File: config.mk
export PLATFORM = sky130hd
export DESIGN_NAME = hc194_seq_ctrl
export DESIGN_NICKNAME = d
export VERILOG_FILES = /design/src/rtl/hc194_pkg.sv /design/src/rtl/hc194_seq_ctrl.sv
export SDC_FILE = /design/constraint.sdc
export NUM_CORES = 1
export LEC_CHECK = 0
export ABC_AREA = 1
export CAP_MARGIN = 5
export CELL_PAD_IN_SITES_DETAIL_PLACEMENT = 1
export CELL_PAD_IN_SITES_GLOBAL_PLACEMENT = 1
export CORE_MARGIN = 3
export CORE_UTILIZATION = 34
export CTS_BUF_LIST = sky130_fd_sc_hd__clkbuf_16
export CTS_CLUSTER_SIZE = 12
export DETAILED_ROUTE_END_ITERATION = 10
export PLACE_DENSITY = 0.85
export SYNTH_ARGS = -nofsm -noshare
export SYNTH_HDL_FRONTEND = slang
export SYNTH_SLANG_ARGS = --single-unit
File: constraint.sdc
create_clock -name CP -period 3.6 [get_ports CP]
set_clock_uncertainty 0.1 [all_clocks]
set_input_delay 0.54 -clock CP [delete_from_list [all_inputs] [get_ports CP]]
set_output_delay 0.54 -clock CP [all_outputs]
set_load 0.03 [all_outputs]
File: src/rtl/hc194_pkg.sv
// HC194 sequencer shared definitions.
// Op codes, HC194 mode pin codes and FSM states.
package hc194_pkg;

   typedef enum logic [1:0] {
      OP_LOAD = 2'b00,
      OP_SHR  = 2'b01,
      OP_SHL  = 2'b10,
      OP_ROTR = 2'b11
   } op_e;

   localparam logic [1:0] S_HOLD = 2'b00;
   localparam logic [1:0] S_SHR  = 2'b01;
   localparam logic [1:0] S_SHL  = 2'b10;
   localparam logic [1:0] S_LOAD = 2'b11;

   typedef enum logic [2:0] {
      ST_IDLE  = 3'd0,
      ST_LOAD  = 3'd1,
      ST_SHIFT = 3'd2,
      ST_CAPT  = 3'd3,
      ST_RESP  = 3'd4
   } state_e;

   // Mode pins used while shifting: only SHL goes left.
   function automatic logic [1:0] shift_mode(input op_e op);
      return (op == OP_SHL) ? S_SHL : S_SHR;
   endfunction

endpackage

File: src/rtl/hc194_seq_ctrl.sv
// Command sequencer for an HC194 universal shift register.
// Runs load + N shifts, captures Q and returns it on a valid/ready port.
module hc194_seq_ctrl #(
   parameter int CNT_W = 3
) (
   input  logic             CP,
   input  logic             MR,
   input  logic             cmd_valid,
   output logic             cmd_ready,
   input  logic [1:0]       cmd_op,
   input  logic [0:3]       cmd_data,
   input  logic [CNT_W-1:0] cmd_count,
   input  logic             cmd_fill,
   output logic             rsp_valid,
   input  logic             rsp_ready,
   output logic [0:3]       rsp_data,
   output logic             busy,
   output logic [1:0]       S,
   output logic [0:3]       D,
   output logic             DSR,
   output logic             DSL,
   input  logic [0:3]       Q
);

   import hc194_pkg::*;

   localparam logic [CNT_W-1:0] CNT_ONE  = CNT_W'(1);
   localparam logic [CNT_W-1:0] CNT_ZERO = '0;

   state_e           state_q, state_d;
   op_e              op_q, op_d;
   logic [0:3]       data_q, data_d;
   logic [CNT_W-1:0] len_q, len_d;
   logic [CNT_W-1:0] cnt_q, cnt_d;
   logic             fill_q, fill_d;
   logic [0:3]       rsp_q, rsp_d;

   // State, latched command, counter and result registers.
   always_ff @(posedge CP or negedge MR) begin
      if (!MR) begin
         state_q <= ST_IDLE;
         op_q    <= OP_LOAD;
         data_q  <= '0;
         len_q   <= '0;
         cnt_q   <= '0;
         fill_q  <= 1'b0;
         rsp_q   <= '0;
      end else begin
         state_q <= state_d;
         op_q    <= op_d;
         data_q  <= data_d;
         len_q   <= len_d;
         cnt_q   <= cnt_d;
         fill_q  <= fill_d;
         rsp_q   <= rsp_d;
      end
   end

   // Next-state, command latch, shift counter and result capture.
   always_comb begin
      state_d = state_q;
      op_d    = op_q;
      data_d  = data_q;
      len_d   = len_q;
      cnt_d   = cnt_q;
      fill_d  = fill_q;
      rsp_d   = rsp_q;
      unique case (state_q)
         ST_IDLE: begin
            if (cmd_valid) begin
               op_d    = op_e'(cmd_op);
               data_d  = cmd_data;
               len_d   = cmd_count;
               fill_d  = cmd_fill;
               state_d = ST_LOAD;
            end
         end
         ST_LOAD: begin
            cnt_d = len_q;
            if (op_q == OP_LOAD || len_q == CNT_ZERO)
               state_d = ST_CAPT;
            else
               state_d = ST_SHIFT;
         end
         ST_SHIFT: begin
            cnt_d = cnt_q - CNT_ONE;
            if (cnt_q <= CNT_ONE)
               state_d = ST_CAPT;
         end
         ST_CAPT: begin
            rsp_d   = Q;
            cnt_d   = CNT_ZERO;
            state_d = ST_RESP;
         end
         ST_RESP: begin
            if (rsp_ready)
               state_d = ST_IDLE;
         end
         default: state_d = ST_IDLE;
      endcase
   end

   // HC194 pin decode from registered state and latched command only.
   always_comb begin
      S         = S_HOLD;
      D         = '0;
      DSR       = 1'b0;
      DSL       = 1'b0;
      cmd_ready = 1'b0;
      rsp_valid = 1'b0;
      unique case (state_q)
         ST_IDLE: cmd_ready = 1'b1;
         ST_LOAD: begin
            S = S_LOAD;
            D = data_q;
         end
         ST_SHIFT: begin
            S = shift_mode(op_q);
            unique case (1'b1)
               (op_q == OP_SHR):  DSR = fill_q;
               (op_q == OP_ROTR): DSR = Q[3];
               (op_q == OP_SHL):  DSL = fill_q;
               default: ;
            endcase
         end
         ST_CAPT: ;
         ST_RESP: rsp_valid = 1'b1;
         default: ;
      endcase
   end

   assign busy     = (state_q != ST_IDLE);
   assign rsp_data = rsp_q;

endmodule

==> results.sh <==
export IMPL_cpMaxStageDelayCell="clkdlybuf4s50_1"
export IMPL_ant_nets=0
export IMPL_ctsResizeCount=0
export IMPL_ys_ff_latch=20
export IMPL_ys_seq_area_frac=0.490
export IMPL_multi_input_area_um2=419
export IMPL_grt_use_total=0.164
export IMPL_power_leakage_nw=0.724
export IMPL_path_depth=6
export IMPL_drt_first_iter_violations=48
export IMPL_synth_area_leader_cell="dfrtp_1"
export IMPL_hold_viol_final=0
export IMPL_synth_edf_count=0
export IMPL_wire_per_inst_um=13.8
export IMPL_dr_pass1_iters=4
export IMPL_reg2regPathDepth=6
export IMPL_grt_pass1_vias=1065
export IMPL_antenna_found_initial=0
export IMPL_initial_utilization=0.364
export IMPL_cp_start_kind="input pin"
export IMPL_arrival_ns=2.08
export IMPL_critPathRequiredTime_ns=2.96
export IMPL_syn_area_um2=1020
export IMPL_dpl_cell_area_um2=1350
export IMPL_syn_avg_cell_area_um2=7.56
export IMPL_via_count=974
export IMPL_grt_max_degree=21
export IMPL_yosys_top_cells_area="dfrtp_1 49%, nand2_1 18%, nand3_1 7.8%"
export IMPL_synth_common_cells="48 x nand2_1, 20 x dfrtp_1, 19 x inv_1"
export IMPL_async_flop_share=1.00
export IMPL_n_antenna_cell=0
export IMPL_crit_buf_inv=3
export IMPL_cts_clk_slew_worst_paths_ns=0.06
export IMPL_status="finished clean"
export IMPL_peakVddDrop_v=0.000425
export IMPL_setup_viol=0
export IMPL_cts_tree="done"
export IMPL_rows=19
export IMPL_hold_class="flip-flop to flip-flop"
export IMPL_crit_type="input pin to primary output"
export IMPL_r2r_end="op_q[0]"
export IMPL_drv_slew=0
export IMPL_grt_ovfl_total=0
export IMPL_cpPeakStageDelay_ns=0.73
export IMPL_ys_flop_type="dfrtp_1"
export IMPL_n_fill_cell=357
export IMPL_hold_depth=2
export IMPL_drive_gt1_frac=0.0659
export IMPL_die_h_um=60.8
export IMPL_ys_warn_count=0
export IMPL_path_delay_family="buffers and inverters"
export IMPL_coreArea_um2=2810
export IMPL_synth_nets=154
export IMPL_port_buffer_count=32
export IMPL_slew_headroom=0.386
export IMPL_path_common_cell="clkdlybuf4s50_1"
export IMPL_cts_buffers=3
export IMPL_synth_top_area_share=0.490
export IMPL_worstSkewPairLatency_ns=0.25
export IMPL_hold_end="data_q[3]"
export IMPL_htreeDepth=1
export IMPL_seq_area_um2=500
export IMPL_pre_cts_ws_ns=0.854
export IMPL_grt_first_pass_wirelength_mm=4.53
export IMPL_rsz0062_at_grt="false"
export IMPL_cap_viol_max_count=0
export IMPL_stdcell_count=198
export IMPL_wirelength_mm=2.73
export IMPL_cts_setup_buffers=0
export IMPL_fin_crit_ns=2.72
export IMPL_end_kind="primary output"
export IMPL_nets=188
export IMPL_yosysMostFrequentCell="nand2_1"
export IMPL_post_route_period_util=0.756
export IMPL_die_x_um=60.8
export IMPL_fin_area_um2=1430
export IMPL_ys_types=18
export IMPL_min_from="data_q[3]"
export IMPL_remaining_drc_errors=0
export IMPL_cts_max_path_buffers=2
export IMPL_syn_inst=135
export IMPL_crit_fanout=2
export IMPL_ff2ff_setup_slack_ns=2.09
export IMPL_num_io_pins=33
export IMPL_die_area_um2=3700
export IMPL_placed_cells=195
export IMPL_vias_per_cell=4.92
export IMPL_setup_slack_ns=0.880
export IMPL_post_dp_hpwl_mm=2.12
export IMPL_cts_root_buffer_cell="clkbuf_16"
export IMPL_reg2reg_from="state_q[1]"
export IMPL_numClockSinks=20
export IMPL_clock_fmax_ghz=0.368
export IMPL_tns_ns=0
export IMPL_powerDensity_nw_per_um2=979
export IMPL_hold_buffers=0
export IMPL_area_growth_pct=40.0
export IMPL_place_congestion=0.757
export IMPL_worst_slew_pin_slew_ns=0.918
export IMPL_worstPathCellList="clkdlybuf4s50_1 > inv_1 > nand2_1 > o21ai_0 > nor3_1 > clkdlybuf4s50_1"
-- metrics by stage --
step / util / power (mW) / hold WS [ns]
after floorplan: - / 0.921 / 0.144
after global placement: 0.483 / 1.14 / 0.355
after detailed placement: 0.483 / 1.18 / 0.363
after CTS: 0.509 / 1.42 / 0.377
after global routing: 0.509 / 1.52 / 0.401
final: 0.509 / 1.40 / 0.371
-- metal layers --
layer / wire length [um] / GRT usage
met5: 0 / 0
met4: 25 / 0.0372
met3: 100 / 0.0340
met2: 1480 / 0.313
met1: 1120 / 0.184
-- cell usage in the layout, fill, tap and decap left out, drive strengths merged --
| cell type | n |
|---|---|
| or2 | 1 |
| inv | 20 |
| dfrtp | 20 |
| a21oi | 1 |
| nand2 | 51 |
| nor2 | 8 |
| ha | 1 |
| clkbuf | 3 |
| nand3 | 16 |
| clkdlybuf4s50 | 32 |
| nor3b | 1 |
| o21ai | 11 |
| nor3 | 2 |
-- sequential cells by signal, indices dropped and copies added (netlist names) --
name and flops:
cnt_q 3, state_q 3, op_q 2, fill_q 1
rsp_data 4, data_q 4, len_q 3
-- worst max path at each step --
| stage | slack [ns] | endpoint | start |
|---|---|---|---|
| finish | 0.88 | DSR | Q[3] |
| floorplan | 1.51 | DSL | state_q[2] |
| detailed placement | 0.85 | DSR | Q[3] |
| global placement | 1.0 | DSR | Q[3] |
| global route | 0.76 | DSL | state_q[0] |
| CTS | 0.85 | DSR | Q[3] |
-- cell families (layout without fill, tap and decap cells) --
family / after synthesis / count (layout) / share of synthesized area
AOI/OAI and AO/OA: 12 / 12 / 0.0625
adders and majority gates: 1 / 1 / 0.0123
buffers and inverters: 23 / 55 / 0.0993
DFF: 20 / 20 / 0.490
and+or+nand+nor: 79 / 79 / 0.336
-- layout make-up --
class                           instances  area share
Sequential cell                        20       0.350
Clock buffer                            3      0.0525
Tap cell                               31      0.0271
Inverter                               20      0.0525
Timing Repair Buffer                   32       0.224
Multi-Input combinational cell         92       0.293
-- where the power goes --
group	internal (mW)	switching (mW)	leakage [nW]
clock network	0.146	0.0790	0.0370
registers	0.334	0.0970	0.250
logic	0.276	0.467	0.437
total	0.756	0.643	0.724
-- worst reg2reg max path, cell delays in order (launching register included) --
cell     delay, ns
dfrtp_1       0.50
nor2_4        0.18
nand2_2       0.09
inv_2         0.18
nand2_2       0.18
nand2_1       0.11
nand2_1       0.05
(Power assumes the default switching activity.)
